File: src/rtl/unidade_controle_jogo_if.sv
// Bundle of control/status signals between the game control unit and the rest of the circuit.
//   master : control unit side (samples jogar and datapath status, drives control strobes)
//   slave  : datapath/player side (drives jogar and status, samples control strobes)
interface unidade_controle_jogo_if;
    // Player request and datapath status
    logic       jogar;
    logic       jogada_feita;
    logic       jogada_correta;
    logic       endereco_igual_rodada;
    logic       rodada_final;
    // Datapath control strobes and game result flags
    logic       zera_endereco;
    logic       conta_endereco;
    logic       zera_rodada;
    logic       conta_rodada;
    logic       registra_jogada;
    logic       mostra_leds;
    logic       pronto;
    logic       ganhou;
    logic       perdeu;
    logic       timeout;
    logic [3:0] db_estado;

    modport master (
        input  jogar, jogada_feita, jogada_correta, endereco_igual_rodada, rodada_final,
        output zera_endereco, conta_endereco, zera_rodada, conta_rodada, registra_jogada,
        output mostra_leds, pronto, ganhou, perdeu, timeout, db_estado
    );

    modport slave (
        output jogar, jogada_feita, jogada_correta, endereco_igual_rodada, rodada_final,
        input  zera_endereco, conta_endereco, zera_rodada, conta_rodada, registra_jogada,
        input  mostra_leds, pronto, ganhou, perdeu, timeout, db_estado
    );
endinterface

File: src/rtl/unidade_controle_jogo.sv
// Control-unit FSM of the memory-sequence game (Moore, registered outputs).
// Shows the stored sequence, waits for player moves with a per-move timeout, compares them
// and advances rounds; flags win, loss and loss-by-timeout.
// Ports:
//   clock : system clock, rising edge
//   reset : asynchronous, active-low; returns to the idle state with all outputs low
//   jogo  : control/status bundle (master side), see unidade_controle_jogo_if
module unidade_controle_jogo #(
    parameter int unsigned T_LED     = 1000,
    parameter int unsigned T_GAP     = 500,
    parameter int unsigned T_TIMEOUT = 5000
) (
    input  logic                           clock,
    input  logic                           reset,
    unidade_controle_jogo_if.master        jogo
);

    localparam int unsigned TMax0  = (T_LED > T_GAP) ? T_LED : T_GAP;
    localparam int unsigned TMax   = (TMax0 > T_TIMEOUT) ? TMax0 : T_TIMEOUT;
    localparam int unsigned TimerW = $clog2(TMax + 1);

    localparam logic [TimerW-1:0] LedLast  = TimerW'(T_LED - 1);
    localparam logic [TimerW-1:0] GapLast  = TimerW'(T_GAP - 1);
    localparam logic [TimerW-1:0] WaitLast = TimerW'(T_TIMEOUT - 1);

    typedef enum logic [3:0] {
        StInicial    = 4'h0,
        StPrepara    = 4'h1,
        StMostra     = 4'h2,
        StIntervalo  = 4'h3,
        StProxLed    = 4'h4,
        StIniJogadas = 4'h5,
        StEspera     = 4'h6,
        StRegistra   = 4'h7,
        StCompara    = 4'h8,
        StProxJogada = 4'h9,
        StProxRodada = 4'hA,
        StFimGanhou  = 4'hC,
        StFimPerdeu  = 4'hD,
        StFimTimeout = 4'hE
    } state_e;

    state_e            state_q, state_d;
    // The LED and play-timeout timers are never active in the same state, so they share
    // one counter that restarts on every state change.
    logic [TimerW-1:0] timer_q, timer_d;

    logic zera_endereco_q, conta_endereco_q, zera_rodada_q, conta_rodada_q;
    logic registra_jogada_q, mostra_leds_q, pronto_q, ganhou_q, perdeu_q, timeout_q;

    always_comb begin
        state_d = state_q;
        case (state_q)
            StInicial:    if (jogo.jogar) state_d = StPrepara;
            StPrepara:    state_d = StMostra;
            StMostra:     if (timer_q == LedLast) state_d = StIntervalo;
            StIntervalo: begin
                if (timer_q == GapLast) begin
                    state_d = jogo.endereco_igual_rodada ? StIniJogadas : StProxLed;
                end
            end
            StProxLed:    state_d = StMostra;
            StIniJogadas: state_d = StEspera;
            StEspera: begin
                // A move arriving on the last allowed cycle still counts.
                if (jogo.jogada_feita)          state_d = StRegistra;
                else if (timer_q == WaitLast)   state_d = StFimTimeout;
            end
            StRegistra:   state_d = StCompara;
            StCompara: begin
                if (!jogo.jogada_correta)            state_d = StFimPerdeu;
                else if (jogo.endereco_igual_rodada) state_d = jogo.rodada_final ? StFimGanhou
                                                                                  : StProxRodada;
                else                                 state_d = StProxJogada;
            end
            StProxJogada: state_d = StEspera;
            StProxRodada: state_d = StMostra;
            StFimGanhou, StFimPerdeu, StFimTimeout: begin
                if (jogo.jogar) state_d = StPrepara;
            end
            default:      state_d = StInicial;
        endcase
    end

    always_comb begin
        timer_d = '0;
        if ((state_d == state_q) &&
            ((state_q == StMostra) || (state_q == StIntervalo) || (state_q == StEspera))) begin
            timer_d = timer_q + 1'b1;
        end
    end

    // Outputs are decoded from the next state so the registered copies track the current state.
    always_ff @(posedge clock or negedge reset) begin
        if (!reset) begin
            state_q           <= StInicial;
            timer_q           <= '0;
            zera_endereco_q   <= 1'b0;
            conta_endereco_q  <= 1'b0;
            zera_rodada_q     <= 1'b0;
            conta_rodada_q    <= 1'b0;
            registra_jogada_q <= 1'b0;
            mostra_leds_q     <= 1'b0;
            pronto_q          <= 1'b0;
            ganhou_q          <= 1'b0;
            perdeu_q          <= 1'b0;
            timeout_q         <= 1'b0;
        end else begin
            state_q           <= state_d;
            timer_q           <= timer_d;
            zera_endereco_q   <= (state_d == StPrepara) || (state_d == StIniJogadas) ||
                                 (state_d == StProxRodada);
            conta_endereco_q  <= (state_d == StProxLed) || (state_d == StProxJogada);
            zera_rodada_q     <= (state_d == StPrepara);
            conta_rodada_q    <= (state_d == StProxRodada);
            registra_jogada_q <= (state_d == StRegistra);
            mostra_leds_q     <= (state_d == StMostra);
            pronto_q          <= (state_d == StFimGanhou) || (state_d == StFimPerdeu) ||
                                 (state_d == StFimTimeout);
            ganhou_q          <= (state_d == StFimGanhou);
            perdeu_q          <= (state_d == StFimPerdeu) || (state_d == StFimTimeout);
            timeout_q         <= (state_d == StFimTimeout);
        end
    end

    assign jogo.zera_endereco   = zera_endereco_q;
    assign jogo.conta_endereco  = conta_endereco_q;
    assign jogo.zera_rodada     = zera_rodada_q;
    assign jogo.conta_rodada    = conta_rodada_q;
    assign jogo.registra_jogada = registra_jogada_q;
    assign jogo.mostra_leds     = mostra_leds_q;
    assign jogo.pronto          = pronto_q;
    assign jogo.ganhou          = ganhou_q;
    assign jogo.perdeu          = perdeu_q;
    assign jogo.timeout         = timeout_q;
    assign jogo.db_estado       = state_q;

endmodule

File: src/flat_wrapper.sv
// flat-port wrapper written by rule: the top's interface ports become plain ports
module unidade_controle_jogo_flat 
#(
    parameter int unsigned T_LED     = 1000,
    parameter int unsigned T_GAP     = 500,
    parameter int unsigned T_TIMEOUT = 5000
)
  (clock, reset, jogo_jogar, jogo_jogada_feita, jogo_jogada_correta, jogo_endereco_igual_rodada, jogo_rodada_final, jogo_zera_endereco, jogo_conta_endereco, jogo_zera_rodada, jogo_conta_rodada, jogo_registra_jogada, jogo_mostra_leds, jogo_pronto, jogo_ganhou, jogo_perdeu, jogo_timeout, jogo_db_estado);
  unidade_controle_jogo_if jogo_i ();
  input  logic clock;
  input  logic reset;
  input wire logic [$bits(jogo_i.jogar)-1:0] jogo_jogar;
  input wire logic [$bits(jogo_i.jogada_feita)-1:0] jogo_jogada_feita;
  input wire logic [$bits(jogo_i.jogada_correta)-1:0] jogo_jogada_correta;
  input wire logic [$bits(jogo_i.endereco_igual_rodada)-1:0] jogo_endereco_igual_rodada;
  input wire logic [$bits(jogo_i.rodada_final)-1:0] jogo_rodada_final;
  output wire logic [$bits(jogo_i.zera_endereco)-1:0] jogo_zera_endereco;
  output wire logic [$bits(jogo_i.conta_endereco)-1:0] jogo_conta_endereco;
  output wire logic [$bits(jogo_i.zera_rodada)-1:0] jogo_zera_rodada;
  output wire logic [$bits(jogo_i.conta_rodada)-1:0] jogo_conta_rodada;
  output wire logic [$bits(jogo_i.registra_jogada)-1:0] jogo_registra_jogada;
  output wire logic [$bits(jogo_i.mostra_leds)-1:0] jogo_mostra_leds;
  output wire logic [$bits(jogo_i.pronto)-1:0] jogo_pronto;
  output wire logic [$bits(jogo_i.ganhou)-1:0] jogo_ganhou;
  output wire logic [$bits(jogo_i.perdeu)-1:0] jogo_perdeu;
  output wire logic [$bits(jogo_i.timeout)-1:0] jogo_timeout;
  output wire logic [$bits(jogo_i.db_estado)-1:0] jogo_db_estado;
  assign jogo_i.jogar = jogo_jogar;
  assign jogo_i.jogada_feita = jogo_jogada_feita;
  assign jogo_i.jogada_correta = jogo_jogada_correta;
  assign jogo_i.endereco_igual_rodada = jogo_endereco_igual_rodada;
  assign jogo_i.rodada_final = jogo_rodada_final;
  assign jogo_zera_endereco = jogo_i.zera_endereco;
  assign jogo_conta_endereco = jogo_i.conta_endereco;
  assign jogo_zera_rodada = jogo_i.zera_rodada;
  assign jogo_conta_rodada = jogo_i.conta_rodada;
  assign jogo_registra_jogada = jogo_i.registra_jogada;
  assign jogo_mostra_leds = jogo_i.mostra_leds;
  assign jogo_pronto = jogo_i.pronto;
  assign jogo_ganhou = jogo_i.ganhou;
  assign jogo_perdeu = jogo_i.perdeu;
  assign jogo_timeout = jogo_i.timeout;
  assign jogo_db_estado = jogo_i.db_estado;
  unidade_controle_jogo #(.T_LED(T_LED), .T_GAP(T_GAP), .T_TIMEOUT(T_TIMEOUT)) u_core (.clock(clock), .reset(reset), .jogo(jogo_i));
endmodule
File: config.mk
export PLATFORM = sky130hd
export DESIGN_NAME = unidade_controle_jogo_flat
export DESIGN_NICKNAME = d
export VERILOG_FILES = /design/src/rtl/unidade_controle_jogo_if.sv /design/src/rtl/unidade_controle_jogo.sv /design/src/flat_wrapper.sv
export SDC_FILE = /design/constraint.sdc
export NUM_CORES = 1
export LEC_CHECK = 0
export ABC_AREA = 1
export ABC_CLOCK_PERIOD_IN_PS = 1950
export CAP_MARGIN = 15
export CORE_MARGIN = 2
export CORE_UTILIZATION = 42
export CTS_CLUSTER_SIZE = 28
export DETAILED_ROUTE_END_ITERATION = 8
export RECOVER_POWER = 50
export SLEW_MARGIN = 20
export SYNTH_ARGS = -nofsm -noshare
export SYNTH_HDL_FRONTEND = slang
export SYNTH_SLANG_ARGS = --single-unit
export TNS_END_PERCENT = 10
File: constraint.sdc
create_clock -name clock -period 1.95 [get_ports clock]
set_input_delay 0.585 -clock clock [delete_from_list [all_inputs] [get_ports clock]]
set_output_delay 0.585 -clock clock [all_outputs]
set_load 0.005 [all_outputs]
==> results of run 1 <==
what timing repair did:
action,4_1_cts,5_1_grt
buffers inserted,0,4
pin swaps,0,1
gates resized for setup,2,9
hold endpoints to repair,0,0
setup endpoints to repair,2,23
gates cloned,0,0
path summary, 6_finish.rpt:
kind                                                      endpoint  depth (start not counted)
worst max-delay path                             jogo_db_estado[3]                          1
worst min-delay path                   u_core.timer_q[0]$_DFF_PN0_                          2
worst max register to register         u_core.timer_q[1]$_DFF_PN0_                         15
worst min register to register         u_core.timer_q[0]$_DFF_PN0_                          2
max in group asynchronous       u_core.jogo.db_estado[3]$_DFF_PN0_                          2
min in group asynchronous             u_core.timer_q[12]$_DFF_PN0_                          2
cells in the final DEF, fill, tap and decap left out, types with 5 or more instances in the layout:
| cell type | instances |
|---|---|
| buf_4 | 11 |
| clkdlybuf4s50_1 | 17 |
| dfrtp_1 | 24 |
| inv_1 | 32 |
| nand2_1 | 38 |
| nand2_2 | 5 |
| nand3_1 | 18 |
| nor2_1 | 26 |
| nor2_2 | 17 |
| xor2_1 | 7 |
cell type report:
cell class | count | area (um^2)
tap | 46 | 57.6
inverter | 35 | 131
sequential | 27 | 679
timing repair buffer | 33 | 313
fill | 322 | 1480
clock inverter | 1 | 5.00
clock buffer | 3 | 22.5
multi-input combinational | 131 | 702
power by group through the flow:
stage                     sequential [uW]  clock, uW  combinational (uW)
final                                 682        241                 798
after global routing                  688        276                 893
after CTS                             697        253                 735
after detailed placement              701          0                 731
after global placement                702          0                 721
after floorplan                       675          0                 484
registers in the layout, summed over array words and instances (netlist names):
signal and count:
u_core.jogo.conta_endereco 1, u_core.jogo.ganhou 1, u_core.jogo.perdeu 1, u_core.jogo.conta_rodada 1, u_core.jogo.pronto 1, u_core.jogo.zera_endereco 1
u_core.jogo.zera_rodada 1, u_core.jogo.timeout 1, u_core.jogo.registra_jogada 1, u_core.jogo.db_estado 4, u_core.jogo.mostra_leds 1, u_core.timer_q 13
through the flow:
step / area, um^2 / instances / setup TNS [ns] / setup WS, ns / hold WS, ns
floorplan: 1510 / 195 / 0 / 0.258 / 0.289
global placement: 1820 / 268 / -3.22 / -0.206 / 0.445
detailed placement: 1820 / 268 / -3.91 / -0.244 / 0.452
CTS: 1850 / 272 / 0 / 0.000130 / 0.472
global route: 1910 / 276 / -0.0231 / -0.00928 / 0.626
finish: 1910 / 276 / 0 / 0.0751 / 0.595
cells by family (layout without fill, tap and decap cells):
| kind of cell | count (synthesis) | after routing | share of synthesized area [%] |
|---|---|---|---|
| DFF | 27 | 27 | 44.8 |
| and+or+nand+nor | 115 | 115 | 37.0 |
| xor gates and xnor gates | 8 | 8 | 4.65 |
| buffers and inverters | 37 | 72 | 10.2 |
| adders and majority gates | 1 | 1 | 0.830 |
| AOI/OAI and AO/OA | 7 | 7 | 2.49 |
routing by layer:
metal | track usage (%) | wire length (um) | vias to the layer above
met3 | 1.76 | 73 | 2
met2 | 26.4 | 1400 | 24
li1 | - | - | 658
met5 | 0 | 0 | -
met4 | 4.08 | 27 | 0
met1 | 22.8 | 1530 | 569
worst min-delay path, cell delays in order, from the launching register on:
cell and delay (ns):
dfrtp_1 0.42, buf_4 0.13, nor2_1 0.03
==> results.ini, run 1 <==
[yosys]
ys_seq_area_share_pct = 44.8
synthCells = 195
ys_ff_latch = 27
syn_area_per_cell_um2 = 7.73
synth_flop_cell = dfrtp_1
yosys-top-cells-count = nand2_1, inv_1, nor2_1, dfrtp_1, nand3_1
synth_edf_count = 0
yosysMostFrequentCell = nand2_1
syn_nets = 203
yosys-top-cells-area = dfrtp_1, nand2_1, inv_1, nor2_1, nor2_2
synth_largest_area_cell = dfrtp_1
yosysWarnings = 0
synth_top_cell_area_share_pct = 44.8
synth_area_mm2 = 0.00151
yosysUniqueCellTypes = 22
ys_async_sr_fraction_pct = 100

[critical_path]
worstSetupStartpoint = u_core.jogo.db_estado[3]$_DFF_PN0_
crit_slowest_cell = clkdlybuf4s50_1
worstPathArrival_ns = 1.29
cp_slowest_stage_delay_ns = 0.52
worst_ep_required_time_ns = 1.36
cp_top_family = buffers and inverters
crit_path_start_kind = flop
path_cells = clkdlybuf4s50_1
critical_path_class = reg2out
r2r_setup_slack_ns = 0.16
cp-end-kind = output pin
worst-path-buf-inv = 1
crit_path_max_fanout = 6
reg2reg_from = u_core.timer_q[0]$_DFF_PN0_

[power]
peakVddDrop_v = 0.000372
internal-power_uw = 1070
p_clk_share_pct = 14.0
pwr-share-seq_pct = 39.6
switchingPower_uw = 649
switching_share_pct = 37.7
p_leak_uw = 0.000966
p_total_uw = 1720
power_density_mw_per_mm2 = 901
comb_power_share_pct = 46.4

[drt]
dr.pass1.iters = 4
routedWlPerCell_um = 11.0
routed_wl_um = 3030
ant_nets = 0
drtIter0Drc = 52
drc = 0
num_vias = 1253
viasPerCell = 4.54

[cts]
ctsHtreeMaxLevel = 1
clockBufferDepth = 2
clock_latency_ns = 0.31
cts.reportedPaths.clkPinSlew_ns = 0.15
cts_sinks = 27
root_buffer = clkbuf_4
ctsHoldBuffers = 0
cts_tree = built
cts_buffers = 3

[sta]
maxSlewViolCount = 0
min_period_ns = 1.87
clock.fmax_mhz = 533
hold_viol = 0
worst_slew_pin_slew_ns = 0.660
fin_crit_sh_pct = 96.1
slew_headroom_pct = 56.0
setup_violations = 0
fin_worst_skew_ns = 0.00544

[floorplan]
start_util_pct = 44.5
dieArea_mm2 = 0.00409
row_count = 21
die_y_um = 63.9
die_w_um = 63.9
core_mm2 = 0.00339
ios = 21

[cells_and_area]
utilization_pct = 56.4
syn_to_final_growth_pct = 26.7
final_layout_size_suffix_gt1_share_pct = 23.0
final_net_count = 239
antenna_cells = 0

[grt]
grt_pass1_wl_um = 5290
grt_pass1_vias = 1207
grt_max_degree = 28
overflow = 0
antenna_found_initial = 0
gr-usage-all-layers_pct = 16.2

[status]
outcome = finished, final reports clean

[job]
cap_violations = 0

[hold_path]
hp-class = reg2reg
hold_start = u_core.timer_q[0]$_DFF_PN0_

[placed_design]
hpwl_um = 2340
place.gp.congestion = 0.876
io_buffers = 20

Power figures use the tool's default switching activity.
==> run 2: changes to the inputs <==
--- a/config.mk
+++ b/config.mk
@@ -12,7 +12,6 @@
 export CORE_UTILIZATION = 42
 export CTS_CLUSTER_SIZE = 28
 export DETAILED_ROUTE_END_ITERATION = 8
-export RECOVER_POWER = 50
 export SLEW_MARGIN = 20
 export SYNTH_ARGS = -nofsm -noshare
 export SYNTH_HDL_FRONTEND = slang
==> results.ini, run 2 (synthesis gave the netlist of run 1 again) <==
[critical_path]
crit_slowest_cell = clkdlybuf4s50_1
cp_slowest_stage_delay_ns = 0.52  ; about the same
r2r_setup_slack_ns = 0.16  ; about the same
r2r_end = u_core.timer_q[1]$_DFF_PN0_
worst_ep_required_time_ns = 1.36  ; about the same
worst-path-buf-inv = 1  ; unchanged
critical_path_class = reg2out
worstSetupStartpoint = u_core.jogo.db_estado[3]$_DFF_PN0_
worstPathArrival_ns = 1.29  ; about the same
path_cells = clkdlybuf4s50_1
crit_path_max_fanout = 6  ; unchanged
rr_worst_depth = 15  ; unchanged
reg2reg_from = u_core.timer_q[0]$_DFF_PN0_
cp_top_family = buffers and inverters
cp-end-kind = output pin
crit_path_start_kind = flop

[placed_design]
io_buffers = 20  ; unchanged
dp_cells = 268  ; unchanged
place.gp.congestion = 0.876  ; unchanged
hpwl_um = 2340  ; unchanged

[floorplan]
core_mm2 = 0.00339  ; unchanged
start_util_pct = 44.5  ; unchanged
row_count = 21  ; unchanged
dieArea_mm2 = 0.00409  ; unchanged
die_y_um = 63.9  ; unchanged
die_w_um = 63.9  ; unchanged
ios = 21  ; unchanged

[job]
cap_violations = 0  ; unchanged

[drt]
dr.pass1.iters = 4  ; unchanged
drc = 0  ; unchanged
viasPerCell = 4.54  ; unchanged
routed_wl_um = 3020  ; -0.30%
routedWlPerCell_um = 10.9  ; -0.30%
drtIter0Drc = 52  ; unchanged
num_vias = 1253  ; unchanged
ant_nets = 0  ; unchanged

[cells_and_area]
fill_cells = 322  ; unchanged
largest_reg_flops = 13  ; unchanged
largest_register = u_core.timer_q
ff_latch_area_um2 = 679  ; unchanged
antenna_cells = 0  ; unchanged
final_cells = 276  ; unchanged
multi_input_area_um2 = 702  ; unchanged
final_cell_mix = nand2_1, inv_1, nor2_1
final_common_cell = nand2_1
final_layout_size_suffix_gt1_share_pct = 23.0  ; unchanged
final_net_count = 239  ; unchanged
syn_to_final_growth_pct = 26.9

[sta]
hold_viol = 0  ; unchanged
fin_worst_skew_ns = 0.00564  ; +0.000192 ns
fin_crit_sh_pct = 96.1  ; about the same
min_period_ns = 1.87  ; -0.000874 ns
worst_slew_pin_slew_ns = 0.340  ; -0.320 ns
setup_violations = 0  ; unchanged
clock.fmax_mhz = 534  ; about the same
slew_headroom_pct = 77.3  ; +21 points
maxSlewViolCount = 0  ; unchanged

[cts]
cts_buffers = 3  ; unchanged
clock_latency_ns = 0.31  ; about the same
cts_sinks = 27  ; unchanged
ctsHtreeMaxLevel = 1  ; unchanged
clockBufferDepth = 2  ; unchanged
root_buffer = clkbuf_4
cts.reportedPaths.clkPinSlew_ns = 0.15  ; about the same
cts_tree = built

[grt]
grt_pass1_vias = 1207  ; unchanged
grt_max_degree = 28  ; unchanged
antenna_found_initial = 0  ; unchanged
grt_pass1_wl_um = 5290  ; unchanged
overflow = 0  ; unchanged
gr-usage-all-layers_pct = 16.2  ; unchanged

[status]
outcome = finished, final reports clean

[hold_path]
hp-class = reg2reg
hold_start = u_core.timer_q[0]$_DFF_PN0_
hold_end = u_core.timer_q[0]$_DFF_PN0_
holdPathStages = 2  ; unchanged

[power]
p_total_uw = 1720  ; about the same
power_density_mw_per_mm2 = 899  ; -0.16%
peakVddDrop_v = 0.000372  ; about the same
p_leak_uw = 0.000966  ; about the same

run 2: area by class of cell:
cell class,instances,area share [%]
clock buffer,3,1.18
clock inverter,1,0.262
inverter,35,6.87
multi-input combinational,131,36.7
sequential,27,35.5
tap,46,3.01
timing repair buffer,33,16.5
run 2: metal layers:
| metal | track usage (%) | share of wire, % | vias up |
|---|---|---|---|
| met3 | 1.76 | 2.4 | 2 |
| li1 | - | - | 659 |
| met5 | 0 | 0 | - |
| met1 | 22.8 | 50 | 568 |
| met2 | 26.4 | 46 | 24 |
| met4 | 4.08 | 0.89 | 0 |
run 2: timing repair:
| item | 4_1_cts | 5_1_grt |
|---|---|---|
| endpoints found under the hold margin | 0 | 0 |
| hold buffers | 0 | 0 |
| setup endpoints to repair | 2 | 23 |
| gates resized for setup | 2 | 9 |
| setup buffers | 0 | 4 |
| pin swaps | 0 | 1 |
run 2: stage by stage:
step | TNS [ns] | worst slack (ns) | utilization, % | hold WS (ns) | instance area [um^2]
after floorplan | 0 | 0.258 | - | 0.289 | 1510
after global placement | -3.22 | -0.206 | 53.8 | 0.445 | 1820
after detailed placement | -3.91 | -0.244 | 53.8 | 0.452 | 1820
after CTS | 0 | 0.000130 | 54.7 | 0.472 | 1850
after global routing | -0.0231 | -0.00928 | 56.4 | 0.626 | 1910
final | 0 | 0.0760 | 56.4 | 0.595 | 1910
run 2: worst max-delay path by stage:
| stage | end | slack (ns) | cells after the start |
|---|---|---|---|
| after floorplan | u_core.timer_q[2]$_DFF_PN0_ | 0.26 | 15 |
| after global placement | u_core.timer_q[5]$_DFF_PN0_ | -0.21 | 11 |
| after detailed placement | u_core.timer_q[12]$_DFF_PN0_ | -0.24 | 11 |
| after CTS | jogo_db_estado[0] | 0.0001 | 1 |
| after global routing | u_core.timer_q[12]$_DFF_PN0_ | -0.009 | 13 |
| final | jogo_db_estado[3] | 0.08 | 1 |
run 2: power breakdown:
group          switching [uW]  total [uW]  internal (uW)
combinational             422         798            375
clock                     165         241           76.6
sequential               60.2         682            622
total                     647        1720           1070
==> run 3: changes to the inputs <==
--- a/config.mk
+++ b/config.mk
@@ -12,6 +12,7 @@
 export CORE_UTILIZATION = 42
 export CTS_CLUSTER_SIZE = 28
 export DETAILED_ROUTE_END_ITERATION = 8
+export GPL_TIMING_DRIVEN = 0
 export SLEW_MARGIN = 20
 export SYNTH_ARGS = -nofsm -noshare
 export SYNTH_HDL_FRONTEND = slang
==> results.ini, run 3 (synthesis gave the netlist of run 1 again) <==
[floorplan]
start_util_pct = 44.5  ; unchanged
core_mm2 = 0.00339  ; unchanged
ios = 21  ; unchanged
row_count = 21  ; unchanged
dieArea_mm2 = 0.00409  ; unchanged
die_y_um = 63.9  ; unchanged
die_w_um = 63.9  ; unchanged

[drt]
drc = 0  ; unchanged
ant_nets = 0  ; unchanged
routedWlPerCell_um = 11.7  ; +6.5%
drtIter0Drc = 44  ; -15%
viasPerCell = 4.70  ; +3.6%
num_vias = 1274  ; +1.7%
dr.pass1.iters = 4  ; unchanged
routed_wl_um = 3160  ; +4.6%

[cts]
clock_latency_ns = 0.33  ; +0.02 ns
cts.reportedPaths.clkPinSlew_ns = 0.16  ; about the same
cts_buffers = 3  ; unchanged
clockBufferDepth = 2  ; unchanged
ctsHoldBuffers = 0  ; unchanged
ctsHtreeMaxLevel = 1  ; unchanged
cts_tree = built
cts_sinks = 27  ; unchanged
root_buffer = clkbuf_4

[sta]
fin_crit_sh_pct = 96.6  ; +0.53 points
min_period_ns = 1.88  ; +0.0103 ns
maxSlewViolCount = 0  ; unchanged
slew_headroom_pct = 59.4  ; -18 points
layout_setup_ws_ns = 0.0657  ; -0.0103 ns
fin_worst_skew_ns = 0.0100  ; +0.00436 ns
hold_viol = 0  ; unchanged
clock.fmax_mhz = 531  ; -0.55%
worst_slew_pin_slew_ns = 0.610  ; +0.270 ns
worst_hold_slack_ns = 0.230  ; -0.365 ns
setup_tns_ns = 0  ; unchanged
setup_violations = 0  ; unchanged

[cells_and_area]
multi_input_area_um2 = 737  ; +5.0%
ff_latch_area_um2 = 678  ; -0.18%
fin_area_mm2 = 0.00192  ; +0.59%
final_common_cell = nand2_1
largest_reg_flops = 13  ; unchanged
antenna_cells = 0  ; unchanged
final_net_count = 234  ; -2.1%
final_layout_size_suffix_gt1_share_pct = 23.1  ; +0.068 points
fill_cells = 321  ; -0.31%
syn_to_final_growth_pct = 27.6
largest_register = u_core.timer_q
final_cell_mix = nand2_1, inv_1, nor2_1, dfrtp_1, nand3_1

[grt]
grt_max_degree = 28  ; unchanged
grt_pass1_wl_um = 5350  ; +1.3%
antenna_found_initial = 0  ; unchanged
grt_pass1_vias = 1166  ; -3.4%
overflow = 0  ; unchanged
gr-usage-all-layers_pct = 16.7  ; +0.51 points

[critical_path]
crit_path_max_fanout = 5  ; -1
crit_slowest_cell = clkdlybuf4s50_1
worst-path-buf-inv = 1  ; unchanged
worstPathArrival_ns = 1.30  ; about the same
cp_top_family = buffers and inverters
critical_path_class = reg2out
path_cells = clkdlybuf4s50_1
crit_path_start_kind = flop
cp_slowest_stage_delay_ns = 0.53  ; about the same
worst_ep_required_time_ns = 1.36  ; about the same
cp-end-kind = output pin

[placed_design]
place_ws_ns = -0.349  ; -0.104 ns
place.gp.congestion = 0.851  ; -2.8%
hpwl_um = 2350  ; +0.52%
placed_cell_area_mm2 = 0.00176  ; -3.4%
io_buffers = 20  ; unchanged

[power]
peakVddDrop_v = 0.000478  ; +28%
p_total_uw = 1770  ; +2.8%
p_leak_uw = 0.000972  ; +0.64%
power_density_mw_per_mm2 = 920  ; +2.2%

[job]
cap_violations = 0  ; unchanged

[hold_path]
hp-class = in2async

[status]
outcome = finished, final reports clean

[run 3: cell types whose count changed in the layout (fill, tap and decap cells not counted), sizes merged]
cell           before  now
clkinv              1    0
dlymetal6s2s        2    3
clkbuf              3    4
dlygate4sd2         0    1
clkdlybuf4s50      18   15
clkinvlp            0    1
buf                13    8
[run 3: path summary, 6_finish.rpt]
check                                              startpoint                            endpoint  slack, ns  cells after the start
max in group asynchronous                               reset  u_core.jogo.db_estado[3]$_DFF_PN0_       1.28                      1
hold reg to reg                   u_core.timer_q[0]$_DFF_PN0_         u_core.timer_q[0]$_DFF_PN0_       0.52                      1
setup / recovery           u_core.jogo.db_estado[2]$_DFF_PN0_                   jogo_db_estado[2]       0.07                      1
hold / removal                                          reset         u_core.timer_q[6]$_DFF_PN0_       0.23                      1
setup reg to reg                  u_core.timer_q[0]$_DFF_PN0_         u_core.timer_q[3]$_DFF_PN0_       0.12                     15
min in group clock                u_core.timer_q[0]$_DFF_PN0_         u_core.timer_q[0]$_DFF_PN0_       0.52                      1
[run 3: where the power goes]
part | total (uW) | internal (uW) | leakage, uW | switching, uW
Combinational | 830 | 372 | 0.000592 | 458
Sequential | 683 | 619 | 0.000367 | 63.3
Clock | 257 | 78.5 | 0.0000139 | 178
Total | 1770 | 1070 | 0.000972 | 700
[run 3: what timing repair did]
item                                    CTS  global route
cloned                                    0             1
endpoints found under the setup margin   11            12
setup buffers                             0             5
pin swaps                                 0             3
gates resized for setup                   4            16
[run 3: final cells by class]
cell class                      instances  area share [%]
Tap cell                               46            2.99
Timing Repair Buffer                   26            13.7
Sequential cell                        27            35.2
Buffer                                  2            1.37
Clock buffer                            3            1.17
Multi-Input combinational cell        131            38.3
Clock inverter                          1           0.390
Inverter                               35            6.83
[run 3: through the flow]
| stage | util, % | cells |
|---|---|---|
| finish | 56.8 | 271 |
| global route | 56.8 | 271 |
| CTS | 52.9 | 265 |
| detailed placement | 51.9 | 261 |
| global placement | 52.1 | 261 |
| floorplan | - | 195 |
[run 3: metal layers]
metal	global-route usage, %	wire length [um]	vias up
met5	0	0	-
met4	4.35	27	0
met3	2.82	83	2
met2	26.6	1490	24
met1	23.4	1560	599
li1	-	-	649
